==> config.mk <==
export PLATFORM = sky130hd
export DESIGN_NAME = card_dealer
export DESIGN_NICKNAME = d
export VERILOG_FILES = /design/src/rtl/card_dealer.sv
export SDC_FILE = /design/constraint.sdc
export NUM_CORES = 1
export LEC_CHECK = 0
export CORE_ASPECT_RATIO = 2
export CORE_UTILIZATION = 30
export CTS_CLUSTER_DIAMETER = 80
export DETAILED_ROUTE_END_ITERATION = 8
export GPL_TIMING_DRIVEN = 0
export PLACE_DENSITY = 0.49
export SLEW_MARGIN = 20
export SYNTH_ARGS = -nofsm -noshare
export SYNTH_HDL_FRONTEND = slang
export SYNTH_SLANG_ARGS = --single-unit
==> constraint.sdc <==
create_clock -name clk_50M -period 4.7 [get_ports clk_50M]
set_clock_uncertainty 0.15 [all_clocks]
set_input_delay 0.705 -clock clk_50M [delete_from_list [all_inputs] [get_ports clk_50M]]
set_output_delay 0.705 -clock clk_50M [all_outputs]
set_load 0.01 [all_outputs]
==> src/rtl/card_dealer.sv <==
// Card dealer: deals unique cards from a 52-card deck seeded by a free-running
// count, resolving collisions by linear probing, then holds for a 2-second delay.
module card_dealer #(
  parameter int WIDTH    = 12,
  parameter int TICKS_2S = 4000
) (
  input  logic             clk_50M,
  input  logic             i_Reset_n,
  input  logic             i_Tick2K,
  input  logic [WIDTH-1:0] i_Random,
  input  logic             i_Draw,
  input  logic             i_Shuffle,
  output logic             o_Busy,
  output logic             o_CardValid,
  output logic [5:0]       o_Card,
  output logic [3:0]       o_Rank,
  output logic [3:0]       o_Points,
  output logic [5:0]       o_Remaining,
  output logic             o_DeckEmpty
);

  // state | meaning
  // IDLE  | wait for draw or shuffle request
  // PROBE | walk from idx to the first undealt slot
  // MARK  | claim slot, load card outputs, clear tick counter
  // WAIT  | hold until TICKS_2S 2 kHz ticks have elapsed
  // DONE  | present the card for one cycle
  typedef enum logic [2:0] {
    IDLE  = 3'd0,
    PROBE = 3'd1,
    MARK  = 3'd2,
    WAIT  = 3'd3,
    DONE  = 3'd4
  } state_t;

  localparam int CNT_W = $clog2(TICKS_2S + 1);

  state_t           state;
  logic [51:0]      used_mask;
  logic [5:0]       idx;
  logic [CNT_W-1:0] tick_cnt;
  logic [WIDTH-1:0] rand_mod;
  logic [5:0]       idx_mod13;
  logic [3:0]       rank_next;

  assign rand_mod    = i_Random % WIDTH'(52);
  assign idx_mod13   = idx % 6'd13;
  assign rank_next   = idx_mod13[3:0] + 4'd1;
  assign o_Busy      = (state != IDLE);
  assign o_DeckEmpty = (o_Remaining == 6'd0);

  always_ff @(posedge clk_50M or negedge i_Reset_n) begin
    if (!i_Reset_n) begin
      state       <= IDLE;
      used_mask   <= '0;
      idx         <= '0;
      tick_cnt    <= '0;
      o_CardValid <= 1'b0;
      o_Card      <= '0;
      o_Rank      <= '0;
      o_Points    <= '0;
      o_Remaining <= 6'd52;
    end else begin
      o_CardValid <= 1'b0;
      case (state)
        IDLE: begin
          // shuffle takes priority and swallows any same-cycle draw
          if (i_Shuffle) begin
            used_mask   <= '0;
            o_Remaining <= 6'd52;
          end else if (i_Draw && (o_Remaining != 6'd0)) begin
            idx   <= rand_mod[5:0];
            state <= PROBE;
          end
        end
        PROBE: begin
          if (!used_mask[idx]) begin
            state <= MARK;
          end else begin
            idx <= (idx == 6'd51) ? 6'd0 : idx + 6'd1;
          end
        end
        MARK: begin
          used_mask[idx] <= 1'b1;
          o_Remaining    <= o_Remaining - 6'd1;
          o_Card         <= idx;
          o_Rank         <= rank_next;
          o_Points       <= (rank_next > 4'd10) ? 4'd10 : rank_next;
          tick_cnt       <= '0;
          state          <= WAIT;
        end
        WAIT: begin
          if (i_Tick2K) begin
            if (tick_cnt == CNT_W'(TICKS_2S - 1)) begin
              state       <= DONE;
              o_CardValid <= 1'b1;
            end
            tick_cnt <= tick_cnt + CNT_W'(1);
          end
        end
        DONE: begin
          state <= IDLE;
        end
        default: state <= IDLE;
      endcase
    end
  end

endmodule
==> run_summary.xml, run 1 <==
<?xml version="1.0" encoding="UTF-8"?>
<metrics>
  <group name="setup_path">
    <metric name="path_cells" unit="">clkbuf_1 -&gt; a31oi_1 -&gt; a31o_2 -&gt; ha_1 -&gt; o21ai_0 -&gt; o21a_1 -&gt; o21ai_0 -&gt; a221oi_1 -&gt; a21boi_1 -&gt; nor2_1 -&gt; a21o_1 -&gt; ha_1 -&gt; xnor2_1 -&gt; nor2_1 -&gt; a22o_1</metric>
    <metric name="required_time_at_the_endpoint_of_the_critical_path" unit="ns">4.79</metric>
    <metric name="worst_setup_path_end_kind" unit="">register</metric>
    <metric name="crit_arrival" unit="ns">4.33</metric>
    <metric name="worstSetupPathType" unit="">reg2reg</metric>
    <metric name="critical_path_launch_point" unit="">idx[3]$_DFFE_PN0P_</metric>
    <metric name="path_max_fanout" unit="">10</metric>
    <metric name="critical_path.top_delay_family" unit="">compound AO/OA/AOI/OAI gates</metric>
    <metric name="crit_slowest_cell" unit="">a221oi_1</metric>
    <metric name="critical_path.reg2reg.startpoint" unit="">idx[3]$_DFFE_PN0P_</metric>
    <metric name="cp_slowest_stage_delay" unit="ns">0.60</metric>
    <metric name="rr_worst_depth" unit="">15</metric>
    <metric name="regToRegSetupSlack" unit="ns">0.46</metric>
    <metric name="crit_buf_inv" unit="">1</metric>
    <metric name="timing.critical_path.from_type" unit="">register</metric>
    <metric name="critical_path.reg2reg.endpoint" unit="">o_Points[2]$_DFFE_PN0P_</metric>
  </group>
  <group name="cts">
    <metric name="clockRootBuffer" unit="">clkbuf_16</metric>
    <metric name="tritoncts.num_buffers" unit="">9</metric>
    <metric name="path_clk_slew" unit="ns">0.06</metric>
    <metric name="cts-htree-levels" unit="">3</metric>
    <metric name="clock-sinks" unit="">94</metric>
    <metric name="clkLatencyLatePin" unit="ns">0.36</metric>
    <metric name="cts.hold.buffers_added" unit="">0</metric>
    <metric name="cts_tree" unit="">built</metric>
    <metric name="cts-root-to-sink-buffers" unit="">2</metric>
  </group>
  <group name="timing">
    <metric name="finalHoldViolCount" unit="">0</metric>
    <metric name="fmax" unit="MHz">235.8</metric>
    <metric name="min_clock_period_post_route" unit="ns">4.242</metric>
    <metric name="worst_slew_pin_slew" unit="ns">0.8798</metric>
    <metric name="rsz0062_at_grt" unit="">false</metric>
    <metric name="maxSlewHeadroom" unit="%">40.90</metric>
    <metric name="min_period_over_period" unit="%">90.24</metric>
    <metric name="setup_viol" unit="">0</metric>
    <metric name="timing.final.max_slew_violations" unit="">0</metric>
    <metric name="postLayoutSetupSlackWorst" unit="ns">0.4585</metric>
  </group>
  <group name="pwr">
    <metric name="clkPwrFrac" unit="%">37.6</metric>
    <metric name="combPwrFrac" unit="%">16.8</metric>
    <metric name="p_int" unit="mW">1.344</metric>
    <metric name="p_leak" unit="nW">2.955</metric>
    <metric name="net_switching_component_of_the_power" unit="mW">0.5355</metric>
    <metric name="totalPowerFinal" unit="mW">1.880</metric>
    <metric name="ir_worst_vdd" unit="mV">0.1777</metric>
    <metric name="seq_power_share" unit="%">45.5</metric>
    <metric name="power_density_over_the_cells" unit="mW/mm^2">268.7</metric>
    <metric name="power.switching_fraction" unit="%">28.49</metric>
  </group>
  <group name="logic_synthesis">
    <metric name="synth-compound-area-share" unit="%">24.22</metric>
    <metric name="ys_async_sr_fraction" unit="%">100.0</metric>
    <metric name="postSynth.topFlopCell" unit="">dfrtp_1</metric>
    <metric name="synth.ff_latch_count" unit="">94</metric>
    <metric name="synth.distinct_cells" unit="">69</metric>
    <metric name="synth-simple-area-share" unit="%">21.76</metric>
    <metric name="synth.cell_area" unit="mm^2">0.005956</metric>
    <metric name="syn_inst" unit="">690</metric>
    <metric name="yosys.area_share.xor_xnor" unit="%">2.059</metric>
    <metric name="synth_top_family_by_area" unit="">compound AO/OA/AOI/OAI gates</metric>
    <metric name="synthesis.yosys.warnings" unit="">0</metric>
    <metric name="synthesis.area_per_instance" unit="um^2">8.631</metric>
    <metric name="synth_fa_ha_area_share" unit="%">2.689</metric>
    <metric name="synth.area.mux_share" unit="%">5.336</metric>
    <metric name="yosysSeqAreaShare" unit="%">39.56</metric>
    <metric name="synth_nets" unit="">719</metric>
    <metric name="count_of_flip_flops_with_a_built_in_enable_after_synthesis" unit="">0</metric>
  </group>
  <group name="floorplan">
    <metric name="chipWidth" unit="um">101.6</metric>
    <metric name="core.rowCount" unit="">72</metric>
    <metric name="core" unit="mm^2">0.01937</metric>
    <metric name="starting_density_of_the_core" unit="%">30.75</metric>
    <metric name="die_height" unit="um">201.3</metric>
    <metric name="die_area" unit="mm^2">0.02045</metric>
    <metric name="num_io_pins" unit="">40</metric>
  </group>
  <group name="global_route">
    <metric name="grt_start_max_net_pins" unit="">75</metric>
    <metric name="first_global_vias" unit="">5609</metric>
    <metric name="gr-usage-all-layers" unit="%">18.60</metric>
    <metric name="globalRoute.totalOverflow" unit="">0</metric>
    <metric name="global_route_wire_length_before_repair" unit="um">29280</metric>
    <metric name="grt_antenna_before_repair" unit="">0</metric>
  </group>
  <group name="placement">
    <metric name="cell_area_placed" unit="mm^2">0.006684</metric>
    <metric name="port-buffer-count" unit="">37</metric>
    <metric name="post-place-cells" unit="">987</metric>
    <metric name="place_worst_setup_slack" unit="ns">-0.2248</metric>
    <metric name="detailed_place_hpwl" unit="um">13920</metric>
    <metric name="routabilityCongestion" unit="">0.8856</metric>
  </group>
  <group name="route">
    <metric name="firstDrtPassIters" unit="">5</metric>
    <metric name="wl_per_cell" unit="um">18.10</metric>
    <metric name="route.antenna.remaining_nets" unit="">0</metric>
    <metric name="via_count" unit="">5616</metric>
    <metric name="drt_wl_total" unit="um">18190</metric>
    <metric name="via_cell_ratio" unit="">5.588</metric>
    <metric name="drcViolationCount" unit="">0</metric>
    <metric name="dr.first_iter.drc_count" unit="">357</metric>
  </group>
  <group name="cells_and_area">
    <metric name="most-common-layout-cells" unit="">dfrtp_1, nand2_1, o21ai_0</metric>
    <metric name="final_cell_count_no_fill" unit="">1005</metric>
    <metric name="n_fill_cell" unit="">1982</metric>
    <metric name="nets" unit="">770</metric>
    <metric name="drive_above_1_share" unit="%">7.507</metric>
    <metric name="antenna-diode-count" unit="">0</metric>
    <metric name="final_design_area_no_fill" unit="mm^2">0.006995</metric>
    <metric name="syn2layout_area_growth" unit="%">17.46</metric>
    <metric name="layout_commonest_cell" unit="">dfrtp_1</metric>
  </group>
  <group name="run_status">
    <metric name="status" unit="">complete, no violations</metric>
  </group>
  <group name="worst_hold_path">
    <metric name="hold_path_class" unit="">in2async</metric>
  </group>
  <group name="run">
    <metric name="max_cap_viol_count" unit="">0</metric>
  </group>
</metrics>
[cell type report]
| cell class | instances | area [um^2] | area share [%] |
|---|---|---|---|
| timing repair buffer | 40 | 414.1 | 5.920 |
| inverter | 17 | 65.06 | 0.9301 |
| multi-input combinational | 533 | 3351 | 47.90 |
| tap | 259 | 324.1 | 4.632 |
| buffer | 46 | 200.2 | 2.862 |
| clock inverter | 4 | 28.78 | 0.4114 |
| clock buffer | 12 | 256.5 | 3.667 |
| sequential | 94 | 2356 | 33.68 |
[how the worst max path moves through the flow]
stage / end / cells past startpoint
after floorplan: o_Points[2]$_DFFE_PN0P_ / 18
after global placement: used_mask[42]$_DFFE_PN0P_ / 1
after detailed placement: o_Points[2]$_DFFE_PN0P_ / 18
after CTS: o_Points[2]$_DFFE_PN0P_ / 18
after global routing: o_Points[1]$_DFFE_PN0P_ / 16
final: o_Points[2]$_DFFE_PN0P_ / 15
[worst register-to-register path: stages (launching register included)]
cell and delay, ns:
dfrtp_1 0.43, clkbuf_1 0.41, a31oi_1 0.16, a31o_2 0.26, ha_1 0.21, o21ai_0 0.24, o21a_1 0.17, o21ai_0 0.10
a221oi_1 0.60, a21boi_1 0.41, nor2_1 0.07, a21o_1 0.18, ha_1 0.19, xnor2_1 0.24, nor2_1 0.09, a22o_1 0.20
[sequential cells by signal (all words and copies together), names as in the netlist, 3 cells and up]
register     count
idx              6
state            3
o_Card           6
used_mask       52
o_Remaining      6
o_Points         4
tick_cnt        12
o_Rank           4
[power groups by stage]
stage | registers [mW] | clock network (mW) | logic [mW]
global placement | 0.870 | 0 | 0.304
detailed placement | 0.871 | 0 | 0.311
global route | 0.859 | 0.748 | 0.351
floorplan | 0.865 | 0 | 0.216
finish | 0.856 | 0.707 | 0.316
CTS | 0.856 | 0.726 | 0.312
[cells in the mapped netlist, drive strengths merged, types with 11 or more instances]
| cell | number | area share [%] |
|---|---|---|
| buf | 13 | 1.2 |
| inv | 15 | 0.95 |
| nor3 | 18 | 1.5 |
| nand3 | 21 | 1.8 |
| and3 | 15 | 1.6 |
| a21oi | 42 | 3.5 |
| ha | 12 | 2.5 |
| a22o | 20 | 2.9 |
| o21ai | 74 | 6.2 |
| nand2 | 82 | 5.2 |
| a31oi | 11 | 1.2 |
| clkbuf | 33 | 2.1 |
| nor2 | 62 | 3.9 |
| dfrtp | 91 | 38 |
[layer usage]
metal  global-route usage, %  up-vias  routed length (um)
li1                        -     2629                   -
met1                   18.85     2745                6627
met2                   34.87      177               10070
met3                   2.397       65                 601
met4                   11.02        0                 897
met5                       0        -                   0
[what timing repair did]
item / in CTS / in global routing
setup buffers: 0 / 2
endpoints found under the setup margin: 6 / 10
resized for setup: 2 / 3
endpoints found under the hold margin: 0 / 0
pin swaps: 0 / 2
[logic make-up (layout without fill, tap and decap cells)]
group	count (synthesis)	after routing
compound gates	222	222
xor+xnor	14	14
fa+ha+maj	13	13
buf+inv	63	119
flops	94	94
mux	20	20
simple gates	264	264
[through the flow]
| step | utilization [%] | hold WS [ns] | setup TNS, ns |
|---|---|---|---|
| 5_1_grt | 36.12 | 0.05216 | 0 |
| 2_1_floorplan | - | 0.2594 | 0 |
| 3_3_place_gp | 34.33 | 0.3100 | -62.20 |
| 4_1_cts | 35.99 | 0.04507 | 0 |
| 3_5_place_dp | 34.51 | 0.3158 | -1.315 |
| 6_report | 36.12 | 0.03978 | 0 |
Power figures use the tool's default switching activity.
==> run 2: changes to the inputs <==
--- a/config.mk
+++ b/config.mk
@@ -15,3 +15,4 @@
 export SYNTH_ARGS = -nofsm -noshare
 export SYNTH_HDL_FRONTEND = slang
 export SYNTH_SLANG_ARGS = --single-unit
+export TNS_END_PERCENT = 20
==> run_summary.xml, run 2 (synthesis gave the netlist of run 1 again) <==
<?xml version="1.0" encoding="UTF-8"?>
<metrics>
  <group name="run_status">
    <metric name="status" unit="">complete, no violations</metric>
  </group>
  <group name="setup_path">
    <metric name="critical_path.reg2reg.startpoint" unit="">idx[0]$_DFFE_PN0P_</metric>
    <metric name="crit_arrival" unit="ns">4.43</metric>
    <metric name="regToRegSetupSlack" unit="ns">0.46</metric>
    <metric name="critical_path.reg2reg.endpoint" unit="">o_Points[2]$_DFFE_PN0P_</metric>
    <metric name="timing.critical_path.from_type" unit="">input port</metric>
    <metric name="worstSetupPathType" unit="">in2reg</metric>
    <metric name="path_max_fanout" unit="">10</metric>
    <metric name="required_time_at_the_endpoint_of_the_critical_path" unit="ns">4.79</metric>
    <metric name="worst_setup_path_end_kind" unit="">register</metric>
    <metric name="rr_worst_depth" unit="">18</metric>
  </group>
  <group name="global_route">
    <metric name="global_route_wire_length_before_repair" unit="um">29280</metric>
    <metric name="grt_start_max_net_pins" unit="">75</metric>
    <metric name="globalRoute.totalOverflow" unit="">0</metric>
    <metric name="grt_antenna_before_repair" unit="">0</metric>
    <metric name="gr-usage-all-layers" unit="%">18.60</metric>
    <metric name="first_global_vias" unit="">5609</metric>
  </group>
  <group name="placement">
    <metric name="port-buffer-count" unit="">37</metric>
    <metric name="place_worst_setup_slack" unit="ns">-0.2248</metric>
    <metric name="routabilityCongestion" unit="">0.8856</metric>
    <metric name="detailed_place_hpwl" unit="um">13920</metric>
  </group>
  <group name="cts">
    <metric name="path_clk_slew" unit="ns">0.06</metric>
    <metric name="cts.hold.buffers_added" unit="">0</metric>
    <metric name="cts-root-to-sink-buffers" unit="">2</metric>
    <metric name="tritoncts.num_buffers" unit="">9</metric>
    <metric name="clock-sinks" unit="">94</metric>
    <metric name="cts-htree-levels" unit="">3</metric>
    <metric name="clkLatencyLatePin" unit="ns">0.36</metric>
    <metric name="cts_tree" unit="">built</metric>
    <metric name="clockRootBuffer" unit="">clkbuf_16</metric>
  </group>
  <group name="cells_and_area">
    <metric name="layout_commonest_cell" unit="">dfrtp_1</metric>
    <metric name="regMostFlops" unit="">used_mask</metric>
    <metric name="antenna-diode-count" unit="">0</metric>
    <metric name="most-common-layout-cells" unit="">dfrtp_1, nand2_1, o21ai_0</metric>
    <metric name="multi_input_area" unit="mm^2">0.003351</metric>
    <metric name="reg.largest.list" unit="">used_mask: 52 flops, tick_cnt: 12 flops</metric>
    <metric name="syn2layout_area_growth" unit="%">17.33</metric>
    <metric name="final_util" unit="%">36.08</metric>
    <metric name="total_area_of_sequential_cells" unit="mm^2">0.002356</metric>
    <metric name="nets" unit="">769</metric>
    <metric name="drive_above_1_share" unit="%">7.383</metric>
    <metric name="max_reg_flops" unit="">52</metric>
    <metric name="n_fill_cell" unit="">1982</metric>
  </group>
  <group name="floorplan">
    <metric name="core" unit="mm^2">0.01937</metric>
    <metric name="num_io_pins" unit="">40</metric>
    <metric name="chipWidth" unit="um">101.6</metric>
    <metric name="core.rowCount" unit="">72</metric>
    <metric name="die_area" unit="mm^2">0.02045</metric>
    <metric name="die_height" unit="um">201.3</metric>
    <metric name="starting_density_of_the_core" unit="%">30.75</metric>
  </group>
  <group name="timing">
    <metric name="maxSlewHeadroom" unit="%">41.96</metric>
    <metric name="fmax" unit="MHz">230.3</metric>
    <metric name="postLayoutSetupSlackWorst" unit="ns">0.3578</metric>
    <metric name="worst_slew_pin_slew" unit="ns">0.8639</metric>
    <metric name="setup_viol" unit="">0</metric>
    <metric name="timing.final.max_slew_violations" unit="">0</metric>
    <metric name="min_clock_period_post_route" unit="ns">4.342</metric>
    <metric name="finalHoldViolCount" unit="">0</metric>
    <metric name="rsz0062_at_grt" unit="">true</metric>
    <metric name="min_period_over_period" unit="%">92.39</metric>
  </group>
  <group name="pwr">
    <metric name="ir_worst_vdd" unit="mV">0.1778</metric>
    <metric name="power_density_over_the_cells" unit="mW/mm^2">268.7</metric>
    <metric name="combPwrFrac" unit="%">16.8</metric>
    <metric name="p_int" unit="mW">1.343</metric>
    <metric name="seq_power_share" unit="%">45.6</metric>
    <metric name="p_leak" unit="nW">2.950</metric>
    <metric name="power.switching_fraction" unit="%">28.50</metric>
    <metric name="net_switching_component_of_the_power" unit="mW">0.5353</metric>
    <metric name="clkPwrFrac" unit="%">37.6</metric>
  </group>
  <group name="route">
    <metric name="via_cell_ratio" unit="">5.612</metric>
    <metric name="via_count" unit="">5634</metric>
    <metric name="detail_route.wirelength.met1" unit="um">6593</metric>
    <metric name="drcViolationCount" unit="">0</metric>
    <metric name="drt_wl_total" unit="um">18190</metric>
    <metric name="firstDrtPassIters" unit="">5</metric>
    <metric name="route.antenna.remaining_nets" unit="">0</metric>
    <metric name="dr.first_iter.drc_count" unit="">384</metric>
    <metric name="wl_per_cell" unit="um">18.11</metric>
    <metric name="met2_wire_length" unit="um">10080</metric>
    <metric name="met3WireLength" unit="um">626</metric>
    <metric name="highest-signal-layer" unit="">met4</metric>
  </group>
  <group name="worst_hold_path">
    <metric name="hold_path_class" unit="">in2async</metric>
  </group>
  <group name="run">
    <metric name="max_cap_viol_count" unit="">0</metric>
  </group>
</metrics>
==> run 2: worst max-delay path by stage <==
| stage | from | end | depth (start not counted) |
|---|---|---|---|
| global route | i_Random[10] | idx[3]$_DFFE_PN0P_ | 16 |
| finish | i_Random[10] | idx[3]$_DFFE_PN0P_ | 16 |
| global placement | i_Reset_n | used_mask[42]$_DFFE_PN0P_ | 1 |
| CTS | idx[0]$_DFFE_PN0P_ | o_Points[2]$_DFFE_PN0P_ | 18 |
| detailed placement | idx[0]$_DFFE_PN0P_ | o_Points[2]$_DFFE_PN0P_ | 18 |
| floorplan | idx[0]$_DFFE_PN0P_ | o_Points[2]$_DFFE_PN0P_ | 18 |
==> run 2: power groups by stage <==
stage,Sequential (mW),Clock [mW],Combinational [mW]
floorplan,0.865,0,0.216
global placement,0.870,0,0.304
detailed placement,0.871,0,0.311
CTS,0.856,0.726,0.312
global route,0.859,0.748,0.349
finish,0.856,0.707,0.315
==> run 2: cell type report <==
type | instances | area share, %
tap | 259 | 4.637
sequential | 94 | 33.72
buffer | 46 | 2.865
multi-input combinational | 533 | 47.95
timing repair buffer | 39 | 5.819
inverter | 17 | 0.9311
clock inverter | 4 | 0.4118
clock buffer | 12 | 3.671
==> run 2: routing by layer <==
| layer | vias to the layer above | GRT usage, % |
|---|---|---|
| met4 | 0 | 11.02 |
| met5 | - | 0 |
| met2 | 180 | 34.87 |
| met3 | 62 | 2.397 |
| met1 | 2761 | 18.85 |
| li1 | 2631 | - |
==> run 2: critical path: stages <==
cell             delay [ns]
clkdlybuf4s50_1        0.46
buf_6                  0.16
clkbuf_1               0.21
and3b_1                0.23
o21ai_0                0.22
nand4_1                0.36
clkbuf_1               0.34
a2111oi_1              0.34
a21oi_1                0.08
o221ai_1               0.23
or2_2                  0.16
clkbuf_1               0.33
nor2_1                 0.08
nor3_1                 0.18
nand2_1                0.10
a31o_2                 0.23
==> run 2: what timing repair did <==
action | in CTS | in global routing
buffers inserted | 0 | 1
gates resized for setup | 2 | 3
pin swaps | 0 | 1
endpoints found under the setup margin | 6 | 10
==> run 2: metrics by stage <==
stage | cell area, um^2 | power, mW | setup TNS [ns] | hold slack [ns] | cells
3_5_place_dp | 6684 | 1.181 | -1.315 | 0.3158 | 987
5_1_grt | 6988 | 1.956 | -0.01711 | 0.05216 | 1004
3_3_place_gp | 6650 | 1.174 | -62.20 | 0.3100 | 986
6_report | 6988 | 1.878 | 0 | 0.04060 | 1004
4_1_cts | 6972 | 1.894 | 0 | 0.04507 | 1003
2_1_floorplan | 5956 | 1.081 | 0 | 0.2594 | 690
==> run 3: changes to the inputs <==
--- a/config.mk
+++ b/config.mk
@@ -6,11 +6,11 @@
 export NUM_CORES = 1
 export LEC_CHECK = 0
 export CORE_ASPECT_RATIO = 2
-export CORE_UTILIZATION = 30
+export CORE_UTILIZATION = 50
 export CTS_CLUSTER_DIAMETER = 80
 export DETAILED_ROUTE_END_ITERATION = 8
 export GPL_TIMING_DRIVEN = 0
-export PLACE_DENSITY = 0.49
+export PLACE_DENSITY = 0.72
 export SLEW_MARGIN = 20
 export SYNTH_ARGS = -nofsm -noshare
 export SYNTH_HDL_FRONTEND = slang
==> run_summary.xml, run 3 (synthesis gave the netlist of run 1 again) <==
<?xml version="1.0" encoding="UTF-8"?>
<metrics>
  <group name="route">
    <metric name="wl_per_cell" unit="um">19.08</metric>
    <metric name="route.antenna.remaining_nets" unit="">0</metric>
    <metric name="via_cell_ratio" unit="">6.312</metric>
    <metric name="drcViolationCount" unit="">0</metric>
    <metric name="dr.first_iter.drc_count" unit="">340</metric>
    <metric name="firstDrtPassIters" unit="">5</metric>
    <metric name="via_count" unit="">5611</metric>
    <metric name="drt_wl_total" unit="um">16960</metric>
  </group>
  <group name="timing">
    <metric name="setup_viol" unit="">0</metric>
    <metric name="fmax" unit="MHz">223.5</metric>
    <metric name="finalHoldViolCount" unit="">0</metric>
    <metric name="timing.final.max_slew_violations" unit="">0</metric>
    <metric name="min_period_over_period" unit="%">95.19</metric>
    <metric name="worst_slew_pin_slew" unit="ns">1.106</metric>
    <metric name="rsz0062_at_grt" unit="">true</metric>
    <metric name="postLayoutSetupSlackWorst" unit="ns">0.2261</metric>
    <metric name="min_clock_period_post_route" unit="ns">4.474</metric>
    <metric name="finalSetupTns" unit="ns">0</metric>
    <metric name="maxSlewHeadroom" unit="%">25.67</metric>
  </group>
  <group name="pwr">
    <metric name="p_int" unit="mW">1.334</metric>
    <metric name="ir_worst_vdd" unit="mV">0.2653</metric>
    <metric name="seq_power_share" unit="%">45.3</metric>
    <metric name="net_switching_component_of_the_power" unit="mW">0.5563</metric>
    <metric name="p_leak" unit="nW">2.942</metric>
    <metric name="combPwrFrac" unit="%">16.6</metric>
    <metric name="clkPwrFrac" unit="%">38.1</metric>
    <metric name="power_density_over_the_cells" unit="mW/mm^2">276.2</metric>
    <metric name="totalPowerFinal" unit="mW">1.890</metric>
    <metric name="power.switching_fraction" unit="%">29.43</metric>
  </group>
  <group name="cts">
    <metric name="clock-sinks" unit="">94</metric>
    <metric name="cts_tree" unit="">built</metric>
    <metric name="clockRootBuffer" unit="">clkbuf_16</metric>
    <metric name="cts-htree-levels" unit="">3</metric>
    <metric name="clkLatencyLatePin" unit="ns">0.35</metric>
    <metric name="path_clk_slew" unit="ns">0.07</metric>
    <metric name="cts-root-to-sink-buffers" unit="">2</metric>
    <metric name="tritoncts.num_buffers" unit="">9</metric>
  </group>
  <group name="global_route">
    <metric name="globalRoute.totalOverflow" unit="">0</metric>
    <metric name="grt_start_max_net_pins" unit="">79</metric>
    <metric name="grt_antenna_before_repair" unit="">0</metric>
    <metric name="global_route_wire_length_before_repair" unit="um">27770</metric>
    <metric name="first_global_vias" unit="">5769</metric>
    <metric name="gr-usage-all-layers" unit="%">29.10</metric>
  </group>
  <group name="cells_and_area">
    <metric name="drive_above_1_share" unit="%">7.527</metric>
    <metric name="most-common-layout-cells" unit="">dfrtp_1, nand2_1, o21ai_0</metric>
    <metric name="layout_commonest_cell" unit="">dfrtp_1</metric>
    <metric name="max_reg_flops" unit="">52</metric>
    <metric name="antenna-diode-count" unit="">0</metric>
    <metric name="syn2layout_area_growth" unit="%">14.89</metric>
    <metric name="reg.largest.list" unit="">used_mask: 52 flops, tick_cnt: 12 flops</metric>
    <metric name="regMostFlops" unit="">used_mask</metric>
    <metric name="nets" unit="">768</metric>
  </group>
  <group name="floorplan">
    <metric name="die_area" unit="mm^2">0.01238</metric>
    <metric name="starting_density_of_the_core" unit="%">51.20</metric>
    <metric name="chipWidth" unit="um">79.18</metric>
    <metric name="num_io_pins" unit="">40</metric>
    <metric name="die_height" unit="um">156.3</metric>
    <metric name="core" unit="mm^2">0.01163</metric>
    <metric name="core.rowCount" unit="">56</metric>
  </group>
  <group name="placement">
    <metric name="place_worst_setup_slack" unit="ns">-0.2223</metric>
    <metric name="port-buffer-count" unit="">37</metric>
    <metric name="detailed_place_hpwl" unit="um">12810</metric>
    <metric name="routabilityCongestion" unit="">0.9095</metric>
  </group>
  <group name="setup_path">
    <metric name="worstSetupPathType" unit="">in2reg</metric>
    <metric name="worst_setup_path_end_kind" unit="">register</metric>
    <metric name="timing.critical_path.from_type" unit="">input port</metric>
    <metric name="required_time_at_the_endpoint_of_the_critical_path" unit="ns">4.80</metric>
    <metric name="crit_arrival" unit="ns">4.58</metric>
    <metric name="path_max_fanout" unit="">10</metric>
  </group>
  <group name="worst_hold_path">
    <metric name="hold_path_class" unit="">in2async</metric>
  </group>
  <group name="run_status">
    <metric name="status" unit="">complete, no violations</metric>
  </group>
  <group name="run">
    <metric name="max_cap_viol_count" unit="">0</metric>
  </group>
</metrics>
-- run 3: changes by cell type in the layout (fill, tap and decap cells not counted), sizes merged --
cell      before  now
clkbuf        46   43
clkinv         3    2
clkinvlp       2    3
inv           16   18
-- run 3: path summary, 6_finish.rpt --
check	from	endpoint	slack, ns	depth (start not counted)
setup reg to reg	idx[0]$_DFFE_PN0P_	o_Points[2]$_DFFE_PN0P_	0.26	15
min in group clk_50M	o_Rank[3]$_DFFE_PN0P_	o_Rank[3]$_DFFE_PN0P_	0.33	1
hold / removal	i_Reset_n	tick_cnt[10]$_DFFE_PN0P_	0.02	1
setup / recovery	i_Random[10]	idx[4]$_DFFE_PN0P_	0.23	16
max in group asynchronous	i_Reset_n	o_Remaining[4]$_DFFE_PN1P_	3.73	2
hold reg to reg	o_Rank[3]$_DFFE_PN0P_	o_Rank[3]$_DFFE_PN0P_	0.33	1
-- run 3: per-stage QoR --
step	hold slack [ns]	cell area, um^2	utilization [%]	cells
after floorplan	0.2594	5956	-	690
after global placement	0.3059	6507	55.95	872
after detailed placement	0.3195	6536	56.20	873
after CTS	0.02148	6829	58.71	889
after global routing	0.02930	6843	58.83	889
final	0.02408	6843	58.83	889
-- run 3: final cells by class --
type	count	area, um^2
multi-input cells	533	3348
inverters	17	67.56
clock inverters	6	52.55
plain buffers	46	198.9
repair buffers	38	399.1
well taps	145	181.4
clock buffers	10	239.0
flip-flops and latches	94	2356
fillers	1070	4788
-- run 3: routing by layer --
layer  global-route usage [%]  share of wire [%]
met3                    3.615                3.4
met2                    56.16                 56
met5                        0                  0
met4                    18.35                5.4
met1                    27.93                 35
-- run 3: power groups by stage --
stage	sequential (mW)	combinational, mW	clock, mW
6_report	0.856	0.314	0.721
5_1_grt	0.858	0.347	0.757
4_1_cts	0.856	0.311	0.725
3_5_place_dp	0.871	0.309	0
3_3_place_gp	0.869	0.298	0
2_1_floorplan	0.865	0.216	0
-- run 3: worst max-delay path, cell delays in order --
cell and delay, ns:
clkdlybuf4s50_1 0.51, buf_6 0.15, clkbuf_1 0.37, and3b_1 0.21, o21ai_0 0.11, nand4_1 0.30, clkbuf_1 0.41, a2111oi_0 0.12
a21oi_1 0.17, o221ai_1 0.16, or2_2 0.34, clkbuf_1 0.22, and3_1 0.25, o21ai_0 0.19, o2111ai_1 0.15, o21ai_1 0.22
-- run 3: what timing repair did --
| action | in CTS | in global routing |
|---|---|---|
| pin swaps | 0 | 0 |
| hold buffers | 0 | 0 |
| setup endpoints to repair | 6 | 9 |
| cloned | 0 | 0 |
| gates resized for setup | 2 | 4 |
| setup buffers | 0 | 0 |
